File: src/rtl/gpu_pkg.sv
// Shared GPU definitions: VRAM geometry, GP0 opcodes and the CPU->VRAM sequencer state encoding.
package gpu_pkg;

   localparam int unsigned VRAM_X_W = 10;
   localparam int unsigned VRAM_Y_W = 9;

   localparam logic [7:0] GP0_OP_CPU2VRAM = 8'hA0;

   typedef enum logic [2:0] {
      ST_IDLE   = 3'd0,
      ST_WAIT   = 3'd1,
      ST_PIX_LO = 3'd2,
      ST_PIX_HI = 3'd3,
      ST_DONE   = 3'd4
   } xfer_state_e;

   // Force the mask bit (bit15) of a pixel when the set-mask mode is on.
   function automatic logic [15:0] apply_set_mask(input logic [15:0] px, input logic set_mask);
      return {px[15] | set_mask, px[14:0]};
   endfunction

endpackage

File: src/rtl/gpu_rect_walker.sv
// Rectangle walker: latches origin and normalised size, steps x/y counters row-major and
// produces the wrapped VRAM address plus a last-pixel flag.
module gpu_rect_walker
   import gpu_pkg::*;
#(
   parameter int unsigned X_W = VRAM_X_W,
   parameter int unsigned Y_W = VRAM_Y_W
) (
   input  logic           clk_i,
   input  logic           rst_ni,
   input  logic           load_i,
   input  logic           step_i,
   input  logic [X_W-1:0] x0_i,
   input  logic [Y_W-1:0] y0_i,
   input  logic [X_W:0]   w_i,
   input  logic [Y_W:0]   h_i,
   output logic [X_W-1:0] x_o,
   output logic [Y_W-1:0] y_o,
   output logic           last_o
);

   logic [X_W-1:0] x0_q, x0_d;
   logic [Y_W-1:0] y0_q, y0_d;
   logic [X_W:0]   w_q, w_d, xc_q, xc_d;
   logic [Y_W:0]   h_q, h_d, yc_q, yc_d;
   logic [X_W-1:0] w_m1;
   logic [Y_W-1:0] h_m1;
   logic           x_end;

   // A raw size of 0 (or any value above the VRAM extent) folds into 1..max.
   assign w_m1  = X_W'(w_i - (X_W+1)'(1));
   assign h_m1  = Y_W'(h_i - (Y_W+1)'(1));
   assign x_end = (xc_q == w_q - (X_W+1)'(1));

   always_comb begin
      x0_d = x0_q;
      y0_d = y0_q;
      w_d  = w_q;
      h_d  = h_q;
      xc_d = xc_q;
      yc_d = yc_q;
      if (load_i) begin
         x0_d = x0_i;
         y0_d = y0_i;
         w_d  = (X_W+1)'(w_m1) + (X_W+1)'(1);
         h_d  = (Y_W+1)'(h_m1) + (Y_W+1)'(1);
         xc_d = '0;
         yc_d = '0;
      end else if (step_i) begin
         if (x_end) begin
            xc_d = '0;
            yc_d = yc_q + (Y_W+1)'(1);
         end else begin
            xc_d = xc_q + (X_W+1)'(1);
         end
      end
   end

   always_ff @(posedge clk_i or negedge rst_ni) begin
      if (!rst_ni) begin
         x0_q <= '0;
         y0_q <= '0;
         w_q  <= '0;
         h_q  <= '0;
         xc_q <= '0;
         yc_q <= '0;
      end else begin
         x0_q <= x0_d;
         y0_q <= y0_d;
         w_q  <= w_d;
         h_q  <= h_d;
         xc_q <= xc_d;
         yc_q <= yc_d;
      end
   end

   // Only the low bits are kept so the address wraps at the VRAM edge.
   assign x_o    = X_W'(x0_q + xc_q[X_W-1:0]);
   assign y_o    = Y_W'(y0_q + yc_q[Y_W-1:0]);
   assign last_o = x_end && (yc_q == h_q - (Y_W+1)'(1));

endmodule

File: src/rtl/gpu_mem_cpuvram_ctrl.sv
// GP0 A0h CPU->VRAM copy sequencer: drains 32-bit FIFO words as two 16-bit pixel writes
// into a wrapped VRAM rectangle.
module gpu_mem_cpuvram_ctrl
   import gpu_pkg::*;
#(
   parameter int unsigned X_W = VRAM_X_W,
   parameter int unsigned Y_W = VRAM_Y_W
) (
   input  logic           clk_i,
   input  logic           rst_ni,
   input  logic           start_i,
   input  logic           abort_i,
   input  logic [X_W-1:0] x0_i,
   input  logic [Y_W-1:0] y0_i,
   input  logic [X_W:0]   w_i,
   input  logic [Y_W:0]   h_i,
   input  logic           set_mask_i,
   input  logic           chk_mask_i,
   input  logic [31:0]    fifo_data_i,
   input  logic           fifo_valid_i,
   output logic           fifo_pop_o,
   output logic           mem_req_o,
   input  logic           mem_ack_i,
   output logic [X_W-1:0] mem_x_o,
   output logic [Y_W-1:0] mem_y_o,
   output logic [15:0]    mem_data_o,
   output logic           mem_chk_o,
   output logic           busy_o,
   output logic           done_o
);

   xfer_state_e    state_q, state_d;
   logic           set_mask_q, set_mask_d;
   logic           chk_q, chk_d;
   logic           accept_c, req_c, ack_c, last_c;
   logic [X_W-1:0] wx_c;
   logic [Y_W-1:0] wy_c;
   logic [15:0]    px_c;

   assign accept_c = (state_q == ST_IDLE) && start_i && !abort_i;
   // PIX_LO may be entered straight after a pop, so it only requests once a head word exists.
   assign req_c    = (state_q == ST_PIX_HI) || ((state_q == ST_PIX_LO) && fifo_valid_i);
   assign ack_c    = req_c && mem_ack_i;

   gpu_rect_walker #(
      .X_W (X_W),
      .Y_W (Y_W)
   ) u_walker (
      .clk_i  (clk_i),
      .rst_ni (rst_ni),
      .load_i (accept_c),
      .step_i (ack_c),
      .x0_i   (x0_i),
      .y0_i   (y0_i),
      .w_i    (w_i),
      .h_i    (h_i),
      .x_o    (wx_c),
      .y_o    (wy_c),
      .last_o (last_c)
   );

   always_comb begin
      state_d    = state_q;
      set_mask_d = set_mask_q;
      chk_d      = chk_q;
      unique case (state_q)
         ST_IDLE: begin
            if (accept_c) begin
               state_d    = ST_WAIT;
               set_mask_d = set_mask_i;
               chk_d      = chk_mask_i;
            end
         end
         ST_WAIT: begin
            if (fifo_valid_i) state_d = ST_PIX_LO;
         end
         ST_PIX_LO: begin
            if (ack_c) state_d = last_c ? ST_DONE : ST_PIX_HI;
         end
         ST_PIX_HI: begin
            if (ack_c) begin
               if (last_c)            state_d = ST_DONE;
               else if (fifo_valid_i) state_d = ST_PIX_LO;
               else                   state_d = ST_WAIT;
            end
         end
         ST_DONE: state_d = ST_IDLE;
         default: state_d = ST_IDLE;
      endcase
      if (abort_i) state_d = ST_IDLE;
   end

   always_ff @(posedge clk_i or negedge rst_ni) begin
      if (!rst_ni) begin
         state_q    <= ST_IDLE;
         set_mask_q <= 1'b0;
         chk_q      <= 1'b0;
      end else begin
         state_q    <= state_d;
         set_mask_q <= set_mask_d;
         chk_q      <= chk_d;
      end
   end

   // Pixel data comes straight from the FIFO head; the word is popped on its last accepted pixel.
   assign px_c       = (state_q == ST_PIX_HI) ? fifo_data_i[31:16] : fifo_data_i[15:0];
   assign mem_req_o  = req_c;
   assign mem_x_o    = req_c ? wx_c : '0;
   assign mem_y_o    = req_c ? wy_c : '0;
   assign mem_data_o = req_c ? apply_set_mask(px_c, set_mask_q) : 16'h0000;
   assign mem_chk_o  = req_c && chk_q;
   assign fifo_pop_o = ack_c && ((state_q == ST_PIX_HI) || last_c);
   assign busy_o     = (state_q != ST_IDLE);
   assign done_o     = (state_q == ST_DONE);

endmodule

File: config.mk
export PLATFORM = sky130hd
export DESIGN_NAME = gpu_mem_cpuvram_ctrl
export DESIGN_NICKNAME = d
export VERILOG_FILES = /design/src/rtl/gpu_pkg.sv /design/src/rtl/gpu_rect_walker.sv /design/src/rtl/gpu_mem_cpuvram_ctrl.sv
export SDC_FILE = /design/constraint.sdc
export NUM_CORES = 1
export LEC_CHECK = 0
export BUFFER_PORTS_ARGS = -buffer_cell sky130_fd_sc_hd__buf_2
export CAP_MARGIN = 30
export CELL_PAD_IN_SITES_DETAIL_PLACEMENT = 0
export CELL_PAD_IN_SITES_GLOBAL_PLACEMENT = 1
export CORE_ASPECT_RATIO = 0.75
export CORE_MARGIN = 3
export CORE_UTILIZATION = 25
export DETAILED_ROUTE_END_ITERATION = 12
export PLACE_DENSITY = 0.61
export SLEW_MARGIN = 40
export SYNTH_ARGS = -nofsm -noshare
export SYNTH_HDL_FRONTEND = slang
export SYNTH_HIERARCHICAL = 1
export SYNTH_SLANG_ARGS = --single-unit
File: constraint.sdc
create_clock -name clk_i -period 3.3 [get_ports clk_i]
set_clock_uncertainty 0.05 [all_clocks]
set_input_delay 0 -clock clk_i [delete_from_list [all_inputs] [get_ports clk_i]]
set_output_delay 0 -clock clk_i [all_outputs]
set_load 0.02 [all_outputs]
### Yosys cells after proc, flatten, opt, wreduce, memory -nomap -nowiden

Index checks and enable logic that the tools add are counted.

| operators by class | value |
|---|---|
| $add $sub $neg | 10 |
| equal/unequal tests | 10 |
| mux-type cells | 19 |
| bitwise gates (word level) | 1 |
| reduce and logical (&&, ||, !) cells | 17 |

Operator list:

| cell | number |
|---|---|
| $mux 10 | 4 |
| $mux 11 | 3 |
| $mux 16 | 2 |
| $mux 3 | 7 |
| $sub 10x1->10 const B | 2 |
| $ne 3x3->1 const B | 4 |
| $pmux 3 s4 | 1 |
| $add 10x1->11 const B | 1 |
| $add 11x1->11 const B | 1 |
| $eq 11x11->1 | 1 |
| $sub 11x1->11 const B | 1 |
| $add 10x1->10 const B | 1 |
| $add 10x10->10 | 1 |
| $add 9x1->10 const B | 1 |
| $eq 10x10->1 | 1 |
| $add 9x9->9 | 1 |
| $mux 9 | 1 |
| $sub 9x1->9 const B | 1 |
| $logic_and 1x1->1 | 7 |
| $eq 3x2->1 const B | 2 |
| $reduce_and 2->1 | 2 |
| $reduce_and 4->1 | 1 |
| $reduce_bool 2->1 | 2 |
| $eq 3x1->1 const B | 1 |
| 7 further kinds | 8 |

| storage, ports and cells | value |
|---|---|
| bits in registers | 66 |
| input port bits | 80 |
| output and inout port bits | 40 |
| logic and storage cells | 66 |

### Logic depth before layout (Yosys ltp)

Gate-level depths: netlist of run 1.

| depth | value |
|---|---|
| depth after elaboration | 7 |
| mapped depth | 13 |
| gate-level depth less buffers | 12 |

### Modules after synthesis

The synthesis of run 1 kept the hierarchy.

Modules (own cells, without submodules):

| module | times used | cells an instance | area each (um^2) | seq. area each (um^2) |
|---|---|---|---|---|
| gpu_rect_walker | 1 | 498 | 4529.3 | 1526.5 |
| gpu_mem_cpuvram_ctrl | 1 | 111 | 824.5 | 125.1 |

### Worst setup path after synthesis of run 1

OpenSTA, ideal clock, no wires.

| timing | value |
|---|---|
| path kind | register -> register |
| start point | register u_walker.w_q[0] |
| end point | register state_q[0] |
| setup time | 0.128 ns |
| arrival time | 3.171 ns |
| data required time | 3.122 ns |
| path slack | -0.049 ns |
| stages on the path, launching flop included | 14 |
| path buffers | 2 |
| clock period less this slack | 3.349 ns |
| path through | dfrtp_1 > inv_1 > ha_1 > or4b_1 > buf_2 > or4b_4 > o2111ai_2 > o21ai_2 > or3_1 > buf_2 > nor3_1 > and4b_1 > o31ai_1 > a31oi_1 |

| between the ends | value |
|---|---|
| longest elaborated chain between the ends | 7 |
| elaborated cells on any way between the ends | 9 |
| classes of those cells | add/sub: 1; eq/ne: 1; mux: 6; reduce/logical: 1 |

Ends and longest elaborated chain:

| item | line | text |
|---|---|---|
| start: declaration | gpu_rect_walker.sv:24 | `logic [X_W:0] w_q, w_d, xc_q, xc_d;` |
| start signal: assignment | gpu_rect_walker.sv:70 | `w_q <= w_d;` |
| $sub 11x1->11 * | gpu_rect_walker.sv:33 | `assign x_end = (xc_q == w_q - (X_W+1)'(1));` |
| $eq 11x11->1 * | gpu_rect_walker.sv:33 |  |
| $logic_and 1x1->1 * | gpu_rect_walker.sv:80 | `assign last_o = x_end && (yc_q == h_q - (Y_W+1)'(1));` |
| via last_c | gpu_mem_cpuvram_ctrl.sv:35 | `logic accept_c, req_c, ack_c, last_c;` |
| $mux 3, on equally long branches | gpu_mem_cpuvram_ctrl.sv:82, gpu_mem_cpuvram_ctrl.sv:78 |  |
| $mux 3, on equally long branches | gpu_mem_cpuvram_ctrl.sv:81, gpu_mem_cpuvram_ctrl.sv:78 |  |
| $pmux 3 s4 * | gpu_mem_cpuvram_ctrl.sv:66 | `unique case (state_q)` |
| $mux 3 * | gpu_mem_cpuvram_ctrl.sv:90 | `if (abort_i) state_d = ST_IDLE;` |
| end signal: assignment | gpu_mem_cpuvram_ctrl.sv:99 | `state_q <= state_d;` |
| end: declaration | gpu_mem_cpuvram_ctrl.sv:32 | `xfer_state_e state_q, state_d;` |

Mark *: on every way through the listed nets, which the timed path passes. The rest lies on a longest branch. The select of a mux whose other input is x is not followed.
A chain may end at the register's enable or synchronous reset.

### Final worst setup path of run 1

| timing | value |
|---|---|
| start point | register u_walker.w_q[0] |
| end point | output port fifo_pop_o |

| between the ends | value |
|---|---|
| longest elaborated chain between the ends | 5 |

Ends and longest elaborated chain:

| item | line | text |
|---|---|---|
| $sub 11x1->11 | gpu_rect_walker.sv:33 |  |
| $eq 11x11->1 | gpu_rect_walker.sv:33 |  |
| $logic_and 1x1->1 | gpu_rect_walker.sv:80 |  |
| via last_c | gpu_mem_cpuvram_ctrl.sv:35 |  |
| $logic_or 1x1->1 | gpu_mem_cpuvram_ctrl.sv:112 | `assign fifo_pop_o = ack_c && ((state_q == ST_PIX_HI) \|\| last_c);` |
| $logic_and 1x1->1 | gpu_mem_cpuvram_ctrl.sv:112 |  |
| end: declaration | gpu_mem_cpuvram_ctrl.sv:21 | `output logic fifo_pop_o,` |

The timed path passes the listed nets, and every way through them passes these cells.

==> metrics.md, run 1 <==
| Metric | Value |
|---|---|
| Status | `finished, final reports clean` |
| Power Total | `2.868 mW` |
| Num CTS Buffers | `9` |
| Max_slew headroom | `between 50% and 60%` |
| # clock sinks | `66` |
| Critical Path Fanout Max | `3` |
| Core Util, Final | `33.49%` |
| Die area | `23230 µm²` |
| Max incr delay on CP | `a little under 0.5 ns` |
| Sw Ratio | `about 32%` |
| Layout cell share with drive strength beyond 1 | `between 30 and 40%` |
| Worst-Skew Late Latency | `0.33 ns` |
| First-pass GRT wire length | `23360 µm` |
| Fin crit period | `about 3.2 ns` |
| Buf/Inv on CP | `2` |
| Total GRT Usage | `between 10% and 20%` |
| Worst Setup Path Type | `flop to output port` |
| Unrepaired setup endpoints after global routing | `no` |
| Crit path depth | `11` |
| Standard-cell rows | `45` |
| I/O pins | `120` |
| Port Buffers | `117` |
| Cell with the most instances after synthesis | `nand2_1` |
| Seq/Total Area, Yosys | `30.85%` |
| Setup TNS | `0 ns` |
| Ys async rst share | `100.0%` |
| Synth top cells by count | `67 x nand2_1, 66 x dfrtp_1, 51 x nor2_1` |
| Worst slew pin tran | `0.6530 ns` |
| Number of remaining DRC errors | `0` |
| Top post-synthesis cells by area | `dfrtp_1 31%, xnor2_1 8.2%, mux2_2 6.3%, ha_1 5.6%, xor2_1 5.2%` |
| Worst-path clk slew | `0.06 ns` |
| Top delay family on crit path | `simple AND/OR/NAND/NOR gates` |
| Post-synth EDFFs | `0` |
| Leak | `3.167 nW` |
| Sequential share of power | `a little under two fifths` |
| Yosys cell types | `70` |
| Yosys top cell by area | `dfrtp_1` |
| Final critical-path share of the clock period | `95.71%` |
| Syn_nets | `715` |
| Setup Viol. Count Final | `0` |
| DP HPWL | `10700 µm` |
| Sequential cell area | `around 1700 µm²` |
| Initial antenna violation count | `0` |
| Max-cap violations | `0` |
| Core area | `20610 µm²` |
| Syn Area/Cell | `8.791 µm²` |
| CP Capture Type | `output port` |
| Crit-path slowest cell | `or4b_4` |
| Syn-to-layout area delta | `28.89%` |
| Clock Tree Buf Depth | `2` |
| Worst hold path class | `input pin to asynchronous set/reset pin` |
| Fillers | `2182` |
| Sw Pwr | `932.1 µW` |
| Via/cell ratio | `4.448` |
| Req. time, crit path | `3.25 ns` |
| Final hold violations | `0` |
| Yosys top cell area share | `30.85%` |
| Post-Syn Instances | `609` |
| Largest net degree at the start of global routing | `39` |
| Ant diodes | `0` |
| PwrDens | `slightly above 400 nW/µm²` |
| Drt initial violations | `about 200` |
| Clock power frac | `between 30% and 40%` |
| Max-slew violation count | `0` |
| Starting Density | `25.98%` |
| Nets@finish | `869` |
| Worst r2r src | `u_walker/w_q[0]$_DFFE_PN0P_` |
| Drt pass-1 iters | `5` |
| Internal cell power | `approximately 1.9 mW` |
| CTS tree | `done` |
| Yosys warning count | `6` |
| Clk root buf | `clkbuf_16` |
| Vias in the first global route | `4662` |
| Gr ovfl total | `0` |
| Most used DFF post-synth | `dfrtp_1` |
| RePlAce Congestion | `roughly 0.78` |
| Drt total wl | `13900 µm` |
| Crit-path cells | `inv_2, ha_4, or4b_4, or4b_4, o2111ai_2, o21ai_2, or3_4, nor3_4, nor2_1, nor3_1, buf_4` |
| Routed Antenna Nets | `0` |
| Worst r2r path cells | `11` |
| H-Tree Depth | `3` |
| Drt wl/cell | `13.25 µm` |
| Nature of the critical path startpoint | `flop` |
| #FFs+latches synth | `66` |
| VDD IR-drop max | `between 0.0002 and 0.00025 V` |
| Vias | `4666` |
| Multi-input gate area | `between 3000 and 4000 µm²` |
| Mapped Area | `about 5400 µm²` |
| Die Y | `132.7 µm` |
| Die Width | `175.0 µm` |
| CP arrival | `3.11 ns` |
| Most common cell on crit path | `or4b_4` |
| Logic gate share of total power | `about a third` |
| Critical path origin | `u_walker/w_q[0]$_DFFE_PN0P_` |
| FMAX | `about 320 MHz` |
layout by cell type, fill, tap and decap left out, types with 9 or more instances in the layout:
master,n
a21oi_1,38
a21oi_2,9
and2_4,19
buf_2,116
buf_4,20
clkbuf_16,9
dfrtp_1,66
dlygate4sd3_1,30
ha_1,23
inv_1,27
mux2_2,30
nand2_1,67
nand3_1,16
nor2_1,51
nor2b_1,11
nor3_1,11
o21ai_0,27
xnor2_1,50
xor2_1,32
power by group through the flow:
stage | Sequential [mW] | Clock, mW | Combinational, mW
2_1_floorplan | 1.04 | 0 | 0.643
6_report | 1.08 | 0.875 | 0.914
5_1_grt | 1.10 | 0.951 | 1.03
4_1_cts | 1.08 | 0.911 | 0.903
3_3_place_gp | 1.09 | 0 | 0.860
3_5_place_dp | 1.09 | 0 | 0.858
final cells by class:
type	instances	area share [%]
repair buffers	167	15.34
multi-input cells	489	50.01
inverters	30	1.668
clock buffers	12	3.717
flip-flops and latches	66	23.93
well taps	282	5.113
clock inverters	3	0.2176
final timing paths:
path / slack, ns / end
min in group clk_i: 0.02 / u_walker/h_q[4]$_DFFE_PN0P_
max reg2reg: 0.25 / state_q[0]$_DFFE_PN0P_
max: 0.14 / fifo_pop_o
min reg2reg: 0.44 / chk_q$_DFFE_PN0P_
min: 0.01 / u_walker/x0_q[9]$_DFFE_PN0P_
max in group asynchronous: 2.42 / u_walker/y0_q[6]$_DFFE_PN0P_
stage by stage:
| stage | hold WS [ns] | worst slack [ns] | std cells | cell area, µm² |
|---|---|---|---|---|
| 2_1_floorplan | -0.3456 | 0.03287 | 609 | 5359 |
| 3_5_place_dp | 0.04999 | 0.1603 | 1000 | 6237 |
| 6_report | 0.01336 | 0.1414 | 1049 | 6900 |
| 4_1_cts | 0.002825 | 0.03094 | 1047 | 6849 |
| 3_3_place_gp | 0.04762 | 0.2123 | 1000 | 6237 |
| 5_1_grt | 0.04466 | 0.007177 | 1049 | 6900 |
what timing repair did:
item | in CTS | in global routing
hold endpoints to repair | 58 | 0
hold buffers | 30 | 0
setup buffers | 2 | 2
endpoints found under the setup margin | 1 | 1
resized for setup | 7 | 3
pin swaps | 3 | 5
per-layer routing:
layer | GRT usage [%] | wire (µm) | up-vias
li1 | - | - | 2412
met3 | 2.381 | 472 | 4
met1 | 17.72 | 7236 | 2168
met4 | 1.683 | 27 | 0
met5 | 0 | 0 | -
met2 | 18.88 | 6160 | 82
sequential cells by signal, summed over array words and instances, names as in the netlist:
signal         count
u_walker/xc_q     11
u_walker/h_q      10
set_mask_q         1
u_walker/yc_q     10
u_walker/w_q      11
u_walker/y0_q      9
chk_q              1
state_q            3
u_walker/x0_q     10
kinds of logic after synthesis:
group / count (synthesis) / synth area share, %
adder cells (fa/ha/maj): 26 / 6.357
multiplexers: 32 / 6.684
buffers and inverters: 54 / 5.515
AO/OA/AOI/OAI: 116 / 14.42
AND/OR/NAND/NOR: 233 / 22.76
XOR/XNOR: 82 / 13.41
flip-flops: 66 / 30.85
Note: power is estimated with default switching activity, not from simulation.
==> run 2: changes to the inputs <==
--- a/config.mk
+++ b/config.mk
@@ -13,9 +13,8 @@
 export CORE_MARGIN = 3
 export CORE_UTILIZATION = 25
 export DETAILED_ROUTE_END_ITERATION = 12
-export PLACE_DENSITY = 0.61
+export PLACE_DENSITY = 0.62
 export SLEW_MARGIN = 40
 export SYNTH_ARGS = -nofsm -noshare
 export SYNTH_HDL_FRONTEND = slang
-export SYNTH_HIERARCHICAL = 1
 export SYNTH_SLANG_ARGS = --single-unit
==> run 2 against run 1 <==
Synthesized area fell by 2.2%. Clock-buffer cell count did not move. Combinational power rose by 95%. Sequential share of layout area rose by 0.65 points. Critical path type unchanged. Critical endpoint unchanged. Largest power group is now combinational logic.
==> metrics.md, run 2 <==
| Metric | Value |
|---|---|
| Synth top cells by count | `145 x nand2_1, 66 x dfrtp_1, 46 x o21ai_0` |
| I/O pins | `120 (unchanged)` |
| Post-synthesis simple-gate area fraction | `30.86% (+8.1 points)` |
| Routed Antenna Nets | `0 (unchanged)` |
| Post-Syn Instances | `680 (+12%)` |
| Nature of the critical path startpoint | `flop` |
| RePlAce Congestion | `0.8244 (+5.5%)` |
| Via/cell ratio | `4.619 (+3.9%)` |
| Most frequent cells in the layout | `145 x nand2_1, 117 x buf_2, 66 x dfrtp_1, 46 x o21ai_0, 45 x nor2_1` |
| Top delay family on crit path | `simple AND/OR/NAND/NOR gates` |
| Syn-to-layout area delta | `28.25%` |
| Multi-input gate area | `3417 µm² (-0.98%)` |
| Die area | `22750 µm² (-2.1%)` |
| VDD IR-drop max | `0.0002021 V (-12%)` |
| Top post-synthesis cells by area | `dfrtp_1 32%, nand2_1 10%, xnor2_1 6.7%, ha_1 5.5%, o21ai_0 4.4%` |
| Synth Area in XOR/XNOR | `10.20% (-3.2 points)` |
| PwrDens | `599.7 nW/µm² (+44%)` |
| Worst-Skew Late Latency | `0.33 ns (about the same)` |
| Syn Area/Cell | `7.704 µm² (-12%)` |
| Worst-path clk slew | `0.06 ns (about the same)` |
| DP Worst Slack | `0.4602 ns (+0.2999 ns)` |
| Sequential cell area | `1652 µm² (unchanged)` |
| Total GRT Usage | `13.22% (+1.1 points)` |
| # clock sinks | `66 (unchanged)` |
| Cell with the most instances after synthesis | `nand2_1` |
| Fin crit period | `3.053 ns (-0.1058 ns)` |
| DP HPWL | `10780 µm (+0.76%)` |
| Worst hold path class | `input pin to flop` |
| Die Width | `173.2 µm (-1.0%)` |
| Max incr delay on CP | `0.63 ns (+0.14 ns)` |
| Vias | `5086 (+9.0%)` |
| Gr ovfl total | `0 (unchanged)` |
| Ys async rst share | `100.0% (unchanged)` |
| Finished Cell Area | `6719 µm² (-2.6%)` |
| Yosys cell types | `60 (-14%)` |
| Max_slew headroom | `54.30% (-2.2 points)` |
| Num CTS Buffers | `9 (unchanged)` |
| Post-synth EDFFs | `0 (unchanged)` |
| Max-cap violations | `0 (unchanged)` |
| Syn_nets | `785 (+9.8%)` |
| Crit-path cells | `inv_1, ha_1, nand2_1, or4_1, a2111oi_0, nand4b_1, nor3_2, o21a_1, buf_2` |
| Post-synthesis adder-cell area fraction | `6.257% (-0.099 points)` |
| Clock Tree Buf Depth | `2 (unchanged)` |
| Clk root buf | `clkbuf_16` |
| Starting Density | `25.70% (-0.28 points)` |
| Most used DFF post-synth | `dfrtp_1` |
| Vias in the first global route | `5098 (+9.4%)` |
| Worst slew pin tran | `0.6803 ns (+0.02727 ns)` |
| Leading registers by flop count | `u_walker.w_q (11), u_walker.xc_q (11)` |
| Nets@finish | `920 (+5.9%)` |
| Initial antenna violation count | `0 (unchanged)` |
| Fin worst setup slack | `0.2472 ns (+0.1058 ns)` |
| Buf/Inv on CP | `2 (unchanged)` |
| Setup Fix Bufs, Post-CTS | `0 (-2)` |
| Worst Setup Path Type | `flop to output port` |
| Complex-gate fraction of the synthesized area | `16.62% (+2.2 points)` |
| Commonest non-fill, non-tap cell in the layout | `nand2_1` |
| Drt total wl | `14860 µm (+6.9%)` |
| FMAX | `327.6 MHz (+3.5%)` |
| Mapped Area | `5239 µm² (-2.2%)` |
| Port Buffers | `117 (unchanged)` |
| Setup TNS | `0 ns (unchanged)` |
| Drt wl/cell | `13.50 µm (+1.9%)` |
| Final hold violations | `0 (unchanged)` |
| Seq/Total Area, Yosys | `31.53% (+0.68 points)` |
| #FFs+latches synth | `66 (unchanged)` |
| Number of remaining DRC errors | `0 (unchanged)` |
| Max-slew violation count | `0 (unchanged)` |
| Req. time, crit path | `3.25 ns (about the same)` |
| Layout cell share with drive strength beyond 1 | `18.80% (-11 points)` |
| H-Tree Depth | `3 (unchanged)` |
| CP Capture Type | `output port` |
| Mux cell area share after synthesis | `0.7643% (-5.9 points)` |
| Reg-to-reg slack, setup | `0.38 ns (+0.13 ns)` |
| Ant diodes | `0 (unchanged)` |
| Standard-cell rows | `45 (unchanged)` |
| CP arrival | `3.00 ns (-0.11 ns)` |
| First-pass GRT wire length | `25460 µm (+9.0%)` |
| Crit-path slowest cell | `a2111oi_0` |
| Drt pass-1 iters | `4 (-1)` |
| Yosys warning count | `0 (-6)` |
| Unrepaired setup endpoints after global routing | `no` |
| Die Y | `131.4 µm (-1.0%)` |
| Fillers | `2233 (+2.3%)` |
| Placed cell area | `6115 µm² (-2.0%)` |
| Drt initial violations | `294 (+45%)` |
| Final critical-path share of the clock period | `92.51% (-3.2 points)` |
| Yosys top cell area share | `31.53% (+0.68 points)` |
| Setup Viol. Count Final | `0 (unchanged)` |
| Core area | `20380 µm² (-1.1%)` |
| Largest family of logic cells by synthesized area | `simple AND/OR/NAND/NOR gates` |
| Largest net degree at the start of global routing | `65 (+67%)` |
| Yosys top cell by area | `dfrtp_1` |
| CTS tree | `done` |
| Critical Path Fanout Max | `6 (+3)` |
| Status | `finished, final reports clean` |
| Leak | `3.066 nW (-3.2%)` |
==> run 2: cell count changes after synthesis, moves of 9 or more <==
cell / previous run / this run
a21oi_2: 9 / 0
and2_4: 19 / 0
clkbuf_1: 10 / 28
inv_1: 29 / 18
mux2_2: 30 / 0
nand2_1: 67 / 145
nor3_1: 13 / 23
o21ai_0: 28 / 46
xnor2_1: 50 / 40
xor2_1: 32 / 21
==> run 2: cells by family (layout without fill, tap and decap cells) <==
kind of cell,after synthesis,in the layout
simple gates,332,332
compound gates,142,142
flops,66,66
xor+xnor,61,61
buf+inv,50,189
fa+ha+maj,25,25
mux,4,4
==> run 2: final timing paths <==
| kind | cells past startpoint | from | endpoint |
|---|---|---|---|
| worst max-delay path | 9 | u_walker.h_q[0]$_DFFE_PN0P_ | fifo_pop_o |
| worst min-delay path | 3 | w_i[4] | u_walker.w_q[4]$_DFFE_PN0P_ |
| worst max register to register | 9 | u_walker.w_q[0]$_DFFE_PN0P_ | u_walker.yc_q[3]$_DFFE_PN0P_ |
| worst min register to register | 2 | chk_q$_DFFE_PN0P_ | chk_q$_DFFE_PN0P_ |
| max in group asynchronous | 3 | rst_ni | u_walker.y0_q[0]$_DFFE_PN0P_ |
| min in group asynchronous | 2 | rst_ni | u_walker.x0_q[5]$_DFFE_PN0P_ |
==> run 2: area by class of cell <==
cell class                      instances  share of cell area, %
Multi-Input combinational cell        564                  50.86
Sequential cell                        66                  24.58
Timing Repair Buffer                  156                  14.26
Tap cell                              282                  5.251
Clock buffer                           12                  3.818
Inverter                               18                  1.006
Clock inverter                          3                 0.2235
==> run 2: through the flow <==
stage / power (mW) / std cells / util (%) / hold slack [ns]
floorplan: 2.629 / 680 / - / -0.3456
global placement: 3.135 / 1054 / 29.98 / -0.09158
detailed placement: 3.121 / 1054 / 30.00 / -0.07688
CTS: 4.073 / 1101 / 32.90 / 0.01067
global route: 4.399 / 1101 / 32.97 / 0.04365
finish: 4.029 / 1101 / 32.97 / 0.005634
==> run 2: what timing repair did <==
item,in CTS,in global routing
setup endpoints to repair,0,2
resized for setup,0,2
hold buffers,32,0
hold endpoints to repair,48,0
==> run 2: layer usage <==
layer / track usage (%) / wire length [µm]
met2: 20.75 / 6634
met1: 19.07 / 7598
met3: 2.629 / 532
met5: 0 / 0
met4: 2.160 / 93
==> run 2: where the power goes <==
group	leakage, nW	internal [mW]	switching [mW]	total (mW)
registers	0.857	1.06	0.290	1.35
clock network	0.138	0.542	0.358	0.900
logic	2.07	0.733	1.05	1.78
==> run 2: worst min-delay path: cells and delay by family <==
| family | cells | cell delay [ns] |
|---|---|---|
| buffers and inverters | 1 | 0.15 |
| XOR/XNOR | 1 | 0.13 |
| AO/OA/AOI/OAI | 1 | 0.06 |
==> run 3: changes to the inputs <==
--- a/config.mk
+++ b/config.mk
@@ -12,6 +12,7 @@
 export CORE_ASPECT_RATIO = 0.75
 export CORE_MARGIN = 3
 export CORE_UTILIZATION = 25
+export CTS_BUF_LIST = sky130_fd_sc_hd__clkbuf_8
 export DETAILED_ROUTE_END_ITERATION = 12
 export PLACE_DENSITY = 0.62
 export SLEW_MARGIN = 40
==> run 3 against run 2 <==
Global-route usage down 0.055 points. First-iteration DRC count down 5.1%. Non-clock buffer count grew 1. Worst setup slack got worse by 0.0052 ns. Die area is the same. Power decreased by 6.7%. Critical path depth is the same. Wire length is 0.29% higher. Combinational power about the same.
==> metrics.md, run 3 (synthesis gave the netlist of run 2 again) <==
| Metric | Value |
|---|---|
| Status | `finished, final reports clean` |
| Number of remaining DRC errors | `0 (unchanged)` |
| Die Y | `131.4 µm (unchanged)` |
| Unrepaired setup endpoints after global routing | `no` |
| CTS tree | `done` |
| Worst Hold Path EP | `u_walker.h_q[4]$_DFFE_PN0P_` |
| Worst hold path class | `input pin to flop` |
| Max_slew headroom | `54.30% (unchanged)` |
| Crit-path cells | `inv_1, ha_1, nand2_1, or4_1, a2111oi_0, nand4b_1, nor3_2, o21a_1, buf_2` |
| Internal cell power | `2.092 mW (-10%)` |
| Hold Crit Start | `h_i[4]` |
| Nets@finish | `921 (+0.11%)` |
| CP arrival | `3.01 ns (about the same)` |
| Leak | `3.028 nW (-1.2%)` |
| FMAX | `327.0 MHz (-0.17%)` |
| Crit-path slowest cell | `a2111oi_0` |
| Initial antenna violation count | `0 (unchanged)` |
| DP HPWL | `10780 µm (unchanged)` |
| Max incr delay on CP | `0.62 ns (about the same)` |
| Reg-to-reg slack, setup | `0.39 ns (about the same)` |
| Via/cell ratio | `4.606 (-0.29%)` |
| CP Capture Type | `output port` |
| Power Total | `3.758 mW (-6.7%)` |
| Sequential share of power | `35.8% (+2.4 points)` |
| Max-cap violations | `0 (unchanged)` |
| Drt initial violations | `279 (-5.1%)` |
| RePlAce Congestion | `0.8244 (unchanged)` |
| Gr ovfl total | `0 (unchanged)` |
| Worst slew pin tran | `0.6803 ns (unchanged)` |
| Standard-cell rows | `45 (unchanged)` |
| # clock sinks | `66 (unchanged)` |
| Num CTS Buffers | `9 (unchanged)` |
| Vias in the first global route | `5106 (+0.16%)` |
| Die Width | `173.2 µm (unchanged)` |
| Routed Antenna Nets | `0 (unchanged)` |
| Commonest non-fill, non-tap cell in the layout | `nand2_1` |
| Final critical-path share of the clock period | `92.66% (+0.16 points)` |
| Vias | `5076 (-0.20%)` |
| Sw Ratio | `44.33% (+2.2 points)` |
| Max-slew violation count | `0 (unchanged)` |
| Drt pass-1 iters | `7 (+3)` |
| Setup Viol. Count Final | `0 (unchanged)` |
| Drt wl/cell | `13.52 µm (+0.20%)` |
| H-Tree Depth | `3 (unchanged)` |
| Logic gate share of total power | `47.5% (+3.3 points)` |
| I/O pins | `120 (unchanged)` |
| Worst r2r path cells | `9 (unchanged)` |
| Worst Setup Path Type | `flop to output port` |
| Layout cell share with drive strength beyond 1 | `18.78% (-0.023 points)` |
| Finished Cell Area | `6628 µm² (-1.4%)` |
| Worst r2r src | `u_walker.w_q[0]$_DFFE_PN0P_` |
| Most frequent cells in the layout | `145 x nand2_1, 117 x buf_2, 66 x dfrtp_1, 46 x o21ai_0, 45 x nor2_1` |
| Clock Tree Buf Depth | `2 (unchanged)` |
| Final hold violations | `0 (unchanged)` |
| Syn-to-layout area delta | `26.51%` |
| Worst hold stages | `3 (unchanged)` |
| Sw Pwr | `1.666 mW (-1.9%)` |
| Nature of the critical path startpoint | `flop` |
| Worst-Skew Late Latency | `0.35 ns (+0.02 ns)` |
| Port Buffers | `117 (unchanged)` |
| Setup TNS | `0 ns (unchanged)` |
| PwrDens | `567.0 nW/µm² (-5.5%)` |
| Placed cell area | `6115 µm² (unchanged)` |
| Ant diodes | `0 (unchanged)` |
| Largest net degree at the start of global routing | `65 (unchanged)` |
| Die area | `22750 µm² (unchanged)` |
| Fin crit period | `3.058 ns (+0.005163 ns)` |
| Req. time, crit path | `3.25 ns (about the same)` |
| Critical Path Fanout Max | `6 (unchanged)` |
| Worst-path clk slew | `0.07 ns (about the same)` |
| Hold slack | `0.009370 ns (+0.003736 ns)` |
| First-pass GRT wire length | `25450 µm (about the same)` |
| Clk root buf | `clkbuf_8` |
| Starting Density | `25.70% (unchanged)` |
| Total GRT Usage | `13.16% (-0.055 points)` |
| Fillers | `2243 (+0.45%)` |
| Critical R2R Capture | `u_walker.yc_q[3]$_DFFE_PN0P_` |
| Drt total wl | `14900 µm (+0.29%)` |
| Leading registers by flop count | `u_walker.w_q (11), u_walker.xc_q (11)` |
| Core area | `20380 µm² (unchanged)` |
| Clock power frac | `16.6% (-5.7 points)` |
| VDD IR-drop max | `0.0001696 V (-16%)` |
[run 3: worst max path at each step]
stage	depth (start not counted)	slack, ns	start	endpoint
floorplan	10	0.78	u_walker.w_q[0]$_DFFE_PN0P_	u_walker.yc_q[5]$_DFFE_PN0P_
global placement	9	0.47	u_walker.w_q[0]$_DFFE_PN0P_	u_walker.yc_q[3]$_DFFE_PN0P_
detailed placement	9	0.46	u_walker.w_q[0]$_DFFE_PN0P_	u_walker.yc_q[3]$_DFFE_PN0P_
CTS	10	0.12	u_walker.w_q[0]$_DFFE_PN0P_	fifo_pop_o
global route	10	0.01	u_walker.w_q[0]$_DFFE_PN0P_	fifo_pop_o
finish	9	0.24	u_walker.h_q[0]$_DFFE_PN0P_	fifo_pop_o
[run 3: power by group through the flow]
stage / logic [mW] / clock network [mW] / registers, mW
after floorplan: 1.40 / 0 / 1.23
after global placement: 1.77 / 0 / 1.36
after detailed placement: 1.76 / 0 / 1.36
after CTS: 1.80 / 0.652 / 1.35
after global routing: 2.04 / 0.681 / 1.40
final: 1.79 / 0.625 / 1.35
[run 3: layout make-up]
class | count | area [µm²] | area share [%]
multi-input cells | 564 | 3417 | 51.56
flip-flops and latches | 66 | 1652 | 24.92
repair buffers | 157 | 968.4 | 14.61
well taps | 282 | 352.8 | 5.324
clock buffers | 11 | 151.4 | 2.284
inverters | 18 | 67.56 | 1.019
clock inverters | 4 | 18.77 | 0.2832
[run 3: critical path: cells and delay by family, from the launching register on]
| kind | cells | cell delay [ns] |
|---|---|---|
| simple gates | 4 | 0.96 |
| compound gates | 2 | 0.76 |
| flops | 1 | 0.41 |
| buf+inv | 2 | 0.26 |
| fa+ha+maj | 1 | 0.27 |
[run 3: routing by layer]
layer,track usage (%),vias to the layer above,wire (µm)
li1,-,2647,-
met1,19.00,2349,7727
met2,20.77,69,6643
met3,2.369,11,418
met4,2.295,0,112
met5,0,-,0
[run 3: repair_timing]
| action | CTS | global route |
|---|---|---|
| endpoints found under the setup margin | 0 | 2 |
| setup buffers | 0 | 0 |
| endpoints found under the hold margin | 50 | 0 |
| gates resized for setup | 0 | 2 |
| hold buffers | 33 | 0 |
[run 3: stage by stage]
step	instances	util [%]	setup slack [ns]
after floorplan	680	-	0.7793
after global placement	1054	29.98	0.4668
after detailed placement	1054	30.00	0.4602
after CTS	1102	32.46	0.1199
after global routing	1102	32.52	0.01309
final	1102	32.52	0.2421
